**src/rtl/imm_gen_pipe.sv**
```systemverilog
// imm_gen_pipe: registered RISC-V immediate generator with valid/ready handshake and 1-entry skid buffer
//
// Parameters : XLEN (32|64) immediate width, PASS_PC_TAG (1 carries tag_in, 0 ties tag_out low),
//              TAG_W sideband width.
// Ports      : clk, rst (sync, active high), flush (sync, drops all held entries);
//              in_valid/in_ready/instr/ext_op/tag_in  - producer side, in_ready is registered;
//              out_valid/out_ready/imm_out/imm_type/tag_out - consumer side, all registered.
// ext_op     : 0 NONE, 1 I, 2 I_SHAMT, 3 S, 4 B, 5 U, 6 J, 7 CSR_ZIMM.
// Option     : define IMM_AUTO_DECODE_EN to ignore ext_op and derive the type from instr[6:0].
module imm_gen_pipe #(
  parameter int XLEN        = 32,
  parameter bit PASS_PC_TAG = 1'b1,
  parameter int TAG_W       = 32
) (
  input  logic             clk,
  input  logic             rst,
  input  logic             flush,
  input  logic             in_valid,
  output logic             in_ready,
  input  logic [31:0]      instr,
  input  logic [2:0]       ext_op,
  input  logic [TAG_W-1:0] tag_in,
  output logic             out_valid,
  input  logic             out_ready,
  output logic [XLEN-1:0]  imm_out,
  output logic [2:0]       imm_type,
  output logic [TAG_W-1:0] tag_out
);
  typedef enum logic [1:0] {EMPTY, ONE, TWO} state_t;
  state_t state;
  logic [2:0] op;
  logic [XLEN-1:0] imm;
  logic [TAG_W-1:0] tag;
  logic [XLEN-1:0] k_imm;
  logic [2:0] k_type;
  logic [TAG_W-1:0] k_tag;
  logic in_xfer, out_xfer;
`ifdef IMM_AUTO_DECODE_EN
  logic [6:0] opc;
  logic unused_ext;
  assign opc = instr[6:0];
  assign unused_ext = ^ext_op;
  // funct3 of 001/101 (SLLI/SRLI/SRAI) is exactly funct3[1:0] == 01
  assign op = (opc == 7'b0010011) ? ((instr[13:12] == 2'b01) ? 3'd2 : 3'd1) :
              (opc == 7'b0000011 || opc == 7'b1100111) ? 3'd1 :
              (opc == 7'b0100011) ? 3'd3 :
              (opc == 7'b1100011) ? 3'd4 :
              (opc == 7'b0110111 || opc == 7'b0010111) ? 3'd5 :
              (opc == 7'b1101111) ? 3'd6 :
              (opc == 7'b1110011) ? (instr[14] ? 3'd7 : 3'd1) : 3'd0;
`else
  logic unused_opc;
  assign unused_opc = ^instr[6:0];
  assign op = ext_op;
`endif
  always_comb
    case (op)
      3'd1: imm = XLEN'($signed(instr[31:20]));
      3'd2: imm = (XLEN == 64) ? XLEN'(instr[25:20]) : XLEN'(instr[24:20]);
      3'd3: imm = XLEN'($signed({instr[31:25], instr[11:7]}));
      3'd4: imm = XLEN'($signed({instr[31], instr[7], instr[30:25], instr[11:8], 1'b0}));
      3'd5: imm = XLEN'($signed({instr[31:12], 12'b0}));
      3'd6: imm = XLEN'($signed({instr[31], instr[19:12], instr[20], instr[30:21], 1'b0}));
      3'd7: imm = XLEN'(instr[19:15]);
      default: imm = '0;
    endcase
  assign tag = PASS_PC_TAG ? tag_in : '0;
  assign in_xfer = in_valid && in_ready;
  assign out_xfer = out_valid && out_ready;
  // M is the output register itself; K only fills when M is stalled and a new entry arrives
  always_ff @(posedge clk)
    if (rst) begin
      state <= EMPTY;
      in_ready <= 1'b1;
      out_valid <= 1'b0;
      imm_out <= '0;
      imm_type <= '0;
      tag_out <= '0;
      k_imm <= '0;
      k_type <= '0;
      k_tag <= '0;
    end else if (flush) begin
      state <= EMPTY;
      in_ready <= 1'b1;
      out_valid <= 1'b0;
    end else
      case (state)
        EMPTY:
          if (in_xfer) begin
            state <= ONE;
            out_valid <= 1'b1;
            imm_out <= imm;
            imm_type <= op;
            tag_out <= tag;
          end
        ONE:
          if (in_xfer && !out_xfer) begin
            state <= TWO;
            in_ready <= 1'b0;
            k_imm <= imm;
            k_type <= op;
            k_tag <= tag;
          end else if (in_xfer) begin
            imm_out <= imm;
            imm_type <= op;
            tag_out <= tag;
          end else if (out_xfer) begin
            state <= EMPTY;
            out_valid <= 1'b0;
          end
        TWO:
          if (out_xfer) begin
            state <= ONE;
            in_ready <= 1'b1;
            imm_out <= k_imm;
            imm_type <= k_type;
            tag_out <= k_tag;
          end
        default: begin
          state <= EMPTY;
          in_ready <= 1'b1;
          out_valid <= 1'b0;
        end
      endcase
endmodule

```
**config.mk**
```make
export PLATFORM = sky130hd
export DESIGN_NAME = imm_gen_pipe
export DESIGN_NICKNAME = d
export VERILOG_FILES = /design/src/rtl/imm_gen_pipe.sv
export SDC_FILE = /design/constraint.sdc
export NUM_CORES = 1
export LEC_CHECK = 0
export ABC_AREA = 1
export BUFFER_PORTS_ARGS = -buffer_cell sky130_fd_sc_hd__buf_4
export CAP_MARGIN = 30
export CORE_ASPECT_RATIO = 2
export CORE_UTILIZATION = 30
export CTS_BUF_LIST = sky130_fd_sc_hd__clkbuf_8
export CTS_CLUSTER_DIAMETER = 30
export CTS_CLUSTER_SIZE = 40
export DETAILED_ROUTE_END_ITERATION = 7
export PLACE_DENSITY = 0.6
export REMOVE_ABC_BUFFERS = 1
export SLEW_MARGIN = 5
export SYNTH_ARGS = -nofsm -noshare
export SYNTH_HDL_FRONTEND = slang
export SYNTH_SLANG_ARGS = --single-unit
```
**constraint.sdc**
```tcl
create_clock -name clk -period 3.81 [get_ports clk]
set_input_delay 0.1905 -clock clk [delete_from_list [all_inputs] [get_ports clk]]
set_output_delay 0.1905 -clock clk [all_outputs]
set_load 0.05 [all_outputs]
```
==> impl_metrics.ini <==
[outcome]
outcome = finished clean

[drt]
first_pass_iters = 4
drc = 0
ant_nets = 0
post_drt_wl_per_cell_um = 12.93
via_count = 6009
vias_per_cell = 4.619
drt-total-wl_um = 16820
drt-initial-drc-count = 277

[global_route]
grt_pass1_vias = 5471
grt_util_met2 = 0.3112
grt-busiest-layer = met2
grt_antenna_before_repair = 0
grt.overflow.total = 0
grtUsageTotal = 0.1680
grt_max_degree = 72
grt_first_pass_wirelength_um = 27210
gr-usage-met1 = 0.1836
grtUsageMet3 = 0.02810

[yosys]
yosys_warnings = 0
postSynthCellCount = 915
synth_area_leaders = dfxtp_1 (45%), nor2_1 (13%), o21ai_0 (12%)
ys_seq_area_frac = 0.4524
ys_types = 23
yosys.area.top_type = dfxtp_1
synth_top_cell_area_share = 0.4524
synth_area_sq_mm = 0.006107
synth-seq-cells = 138
syn_avg_cell_area_sq_um = 6.674

[pwr]
peakVddDrop_mv = 0.1750
power_density_mw_per_mm2 = 426.8
switching_share = 0.3226
switchingPower_mw = 1.064
p_clk_frac = 0.339
p_leak_nw = 3.492
p_int_mw = 2.234
power_mw = 3.298
power_frac_comb = 0.192
seqPwrFrac = 0.469

[min_path]
hp-class = in2reg
hold_depth = 3
worstHoldStart = tag_in[26]
whs_endpoint = k_tag[26]

[cts]
htree_levels = 4
numCtsBuffers = 17
cts_tree = built
clock_latency_ns = 0.45
cts_setup_buffers = 0
clkTransAtPathRegs_ns = 0.08
clock-sinks = 138
clockBufferDepth = 2
cts-root-buf = clkbuf_8

[floorplan]
die_w_um = 102.9
core_sq_mm = 0.01991
initial_core_util = 0.3067
row_count = 73
io_pins = 141
die_h_um = 203.8
dieArea_sq_mm = 0.02097

[critical_path]
crit_type = reg2reg
cp.arrival_ns = 2.68
r2r-start = state[1]
crit_slowest_cell = buf_4
critical_path.cell_chain = inv_2 -> nor2_4 -> buf_4 -> a21oi_1 -> nand3_2 -> buf_16 -> o21ai_0 -> nor2_1
reg2reg_to = imm_type[0]
regToRegSetupSlack_ns = 1.50
endpoint_kind = flop
crit_path_max_fanout = 65
cp_data_required_time_ns = 4.19
r2r.worst_path.cells = 8
slowest_delay_ns = 0.58
cp-start-kind = flop

[layout]
drive_gt1_frac = 0.1781
final_common_cell = nor2_1
antennaDiodeCount = 0
multiInputGateArea_sq_mm = 0.002791
syn_to_final_growth_pct = 26.53
nets = 1098
n_fill_cell = 2153
register_area_sq_mm = 0.002763
layout_common_cells = nor2_1 (207), nand2_1 (174), o21ai_0 (144), dfxtp_1 (138), buf_4 (138)

[placement]
hpwlAfterDp_um = 11110
place_congestion = 0.7715
io_buffers = 133

[sta]
period_needed_ns = 2.308
worstMarginPinSlew_ns = 0.7759
rsz0062_at_grt = false
drv_slew = 0
setup_viol = 0
final_hold_viol_count = 0
slew_headroom = 0.4827
max_freq_ghz = 0.4332
fin_crit_sh = 0.6059
skew_ns = 0.01600
fin_hold_ws_ns = 0.03370

[flow_run]
max_cap_viol_count = 0
==> cell type report <==
cell class | instances | share of cell area
sequential | 138 | 0.3575
clock buffer | 17 | 0.03028
clock inverter | 15 | 0.01652
timing repair buffer | 152 | 0.1571
multi-input combinational | 645 | 0.3612
inverter | 72 | 0.03497
tap | 262 | 0.04242
==> through the flow <==
stage          utilization  worst slack, ns  cell area [sq um]  setup TNS (ns)  instances
6_report            0.3881            1.502               7727               0       1301
3_3_place_gp        0.3620            1.230               7208               0       1256
4_1_cts             0.3881            1.443               7727               0       1301
5_1_grt             0.3881            1.226               7727               0       1301
2_1_floorplan            -          -0.1051               5819          -2.457        855
3_5_place_dp        0.3644            1.472               7256               0       1258
==> per-layer routing <==
layer  part of all wire  wire (um)
met1               0.41       6876
met2               0.54       9111
met3              0.031        514
met4              0.019        320
met5                  0          0
==> worst max-delay path by stage <==
stage	slack [ns]	cells past startpoint	to	startpoint
2_1_floorplan	-0.11	9	imm_out[0]	state[1]
3_3_place_gp	1.23	6	tag_out[4]	state[0]
3_5_place_dp	1.47	8	imm_type[0]	state[1]
4_1_cts	1.44	8	imm_type[0]	state[1]
5_1_grt	1.23	8	imm_type[1]	state[1]
6_report	1.50	8	imm_type[0]	state[1]
==> cell usage after synthesis <==
cell      number
nor2_1       207
nand2_1      174
o21ai_0      144
dfxtp_1      138
inv_1         66
a21oi_1       61
clkbuf_1      34
o21ai_1       23
nand3_1       21
buf_2         16
nand4_1        7
inv_2          5
buf_6          4
buf_4          3
buf_1          2
nand3_2        2
nor2_2         2
a21oi_2        1
a31oi_1        1
clkbuf_2       1
clkinv_1       1
nor2_4         1
o21a_1         1
==> state kept, by name (all words and copies together), names as in the netlist <==
register	count
imm_out	32
k_type	3
in_ready	1
imm_type	3
tag_out	32
k_imm	32
out_valid	1
k_tag	32
state	2
==> power by group through the flow <==
stage	Sequential [mW]	Clock, mW	Combinational (mW)
floorplan	1.76	0	0.216
global placement	1.58	0	0.621
detailed placement	1.58	0	0.629
CTS	1.55	1.17	0.640
global route	1.56	1.22	0.694
finish	1.55	1.12	0.633
==> cells by family after synthesis <==
family | Yosys count | share of synthesized area
AOI/OAI and AO/OA | 231 | 0.1905
and+or+nand+nor | 414 | 0.2657
buffers and inverters | 132 | 0.09137
DFF | 138 | 0.4524
==> critical path: cells and delay by family (launching register included) <==
family,cells,cell delay (ns)
flops,1,0.39
buf+inv,3,0.89
compound gates,2,0.25
simple gates,3,0.69
==> what timing repair did <==
action | in CTS | in global routing
resized for setup | 0 | 0
endpoints found under the hold margin | 12 | 0
hold buffers | 11 | 0
Note: power is estimated with default switching activity, not from simulation.
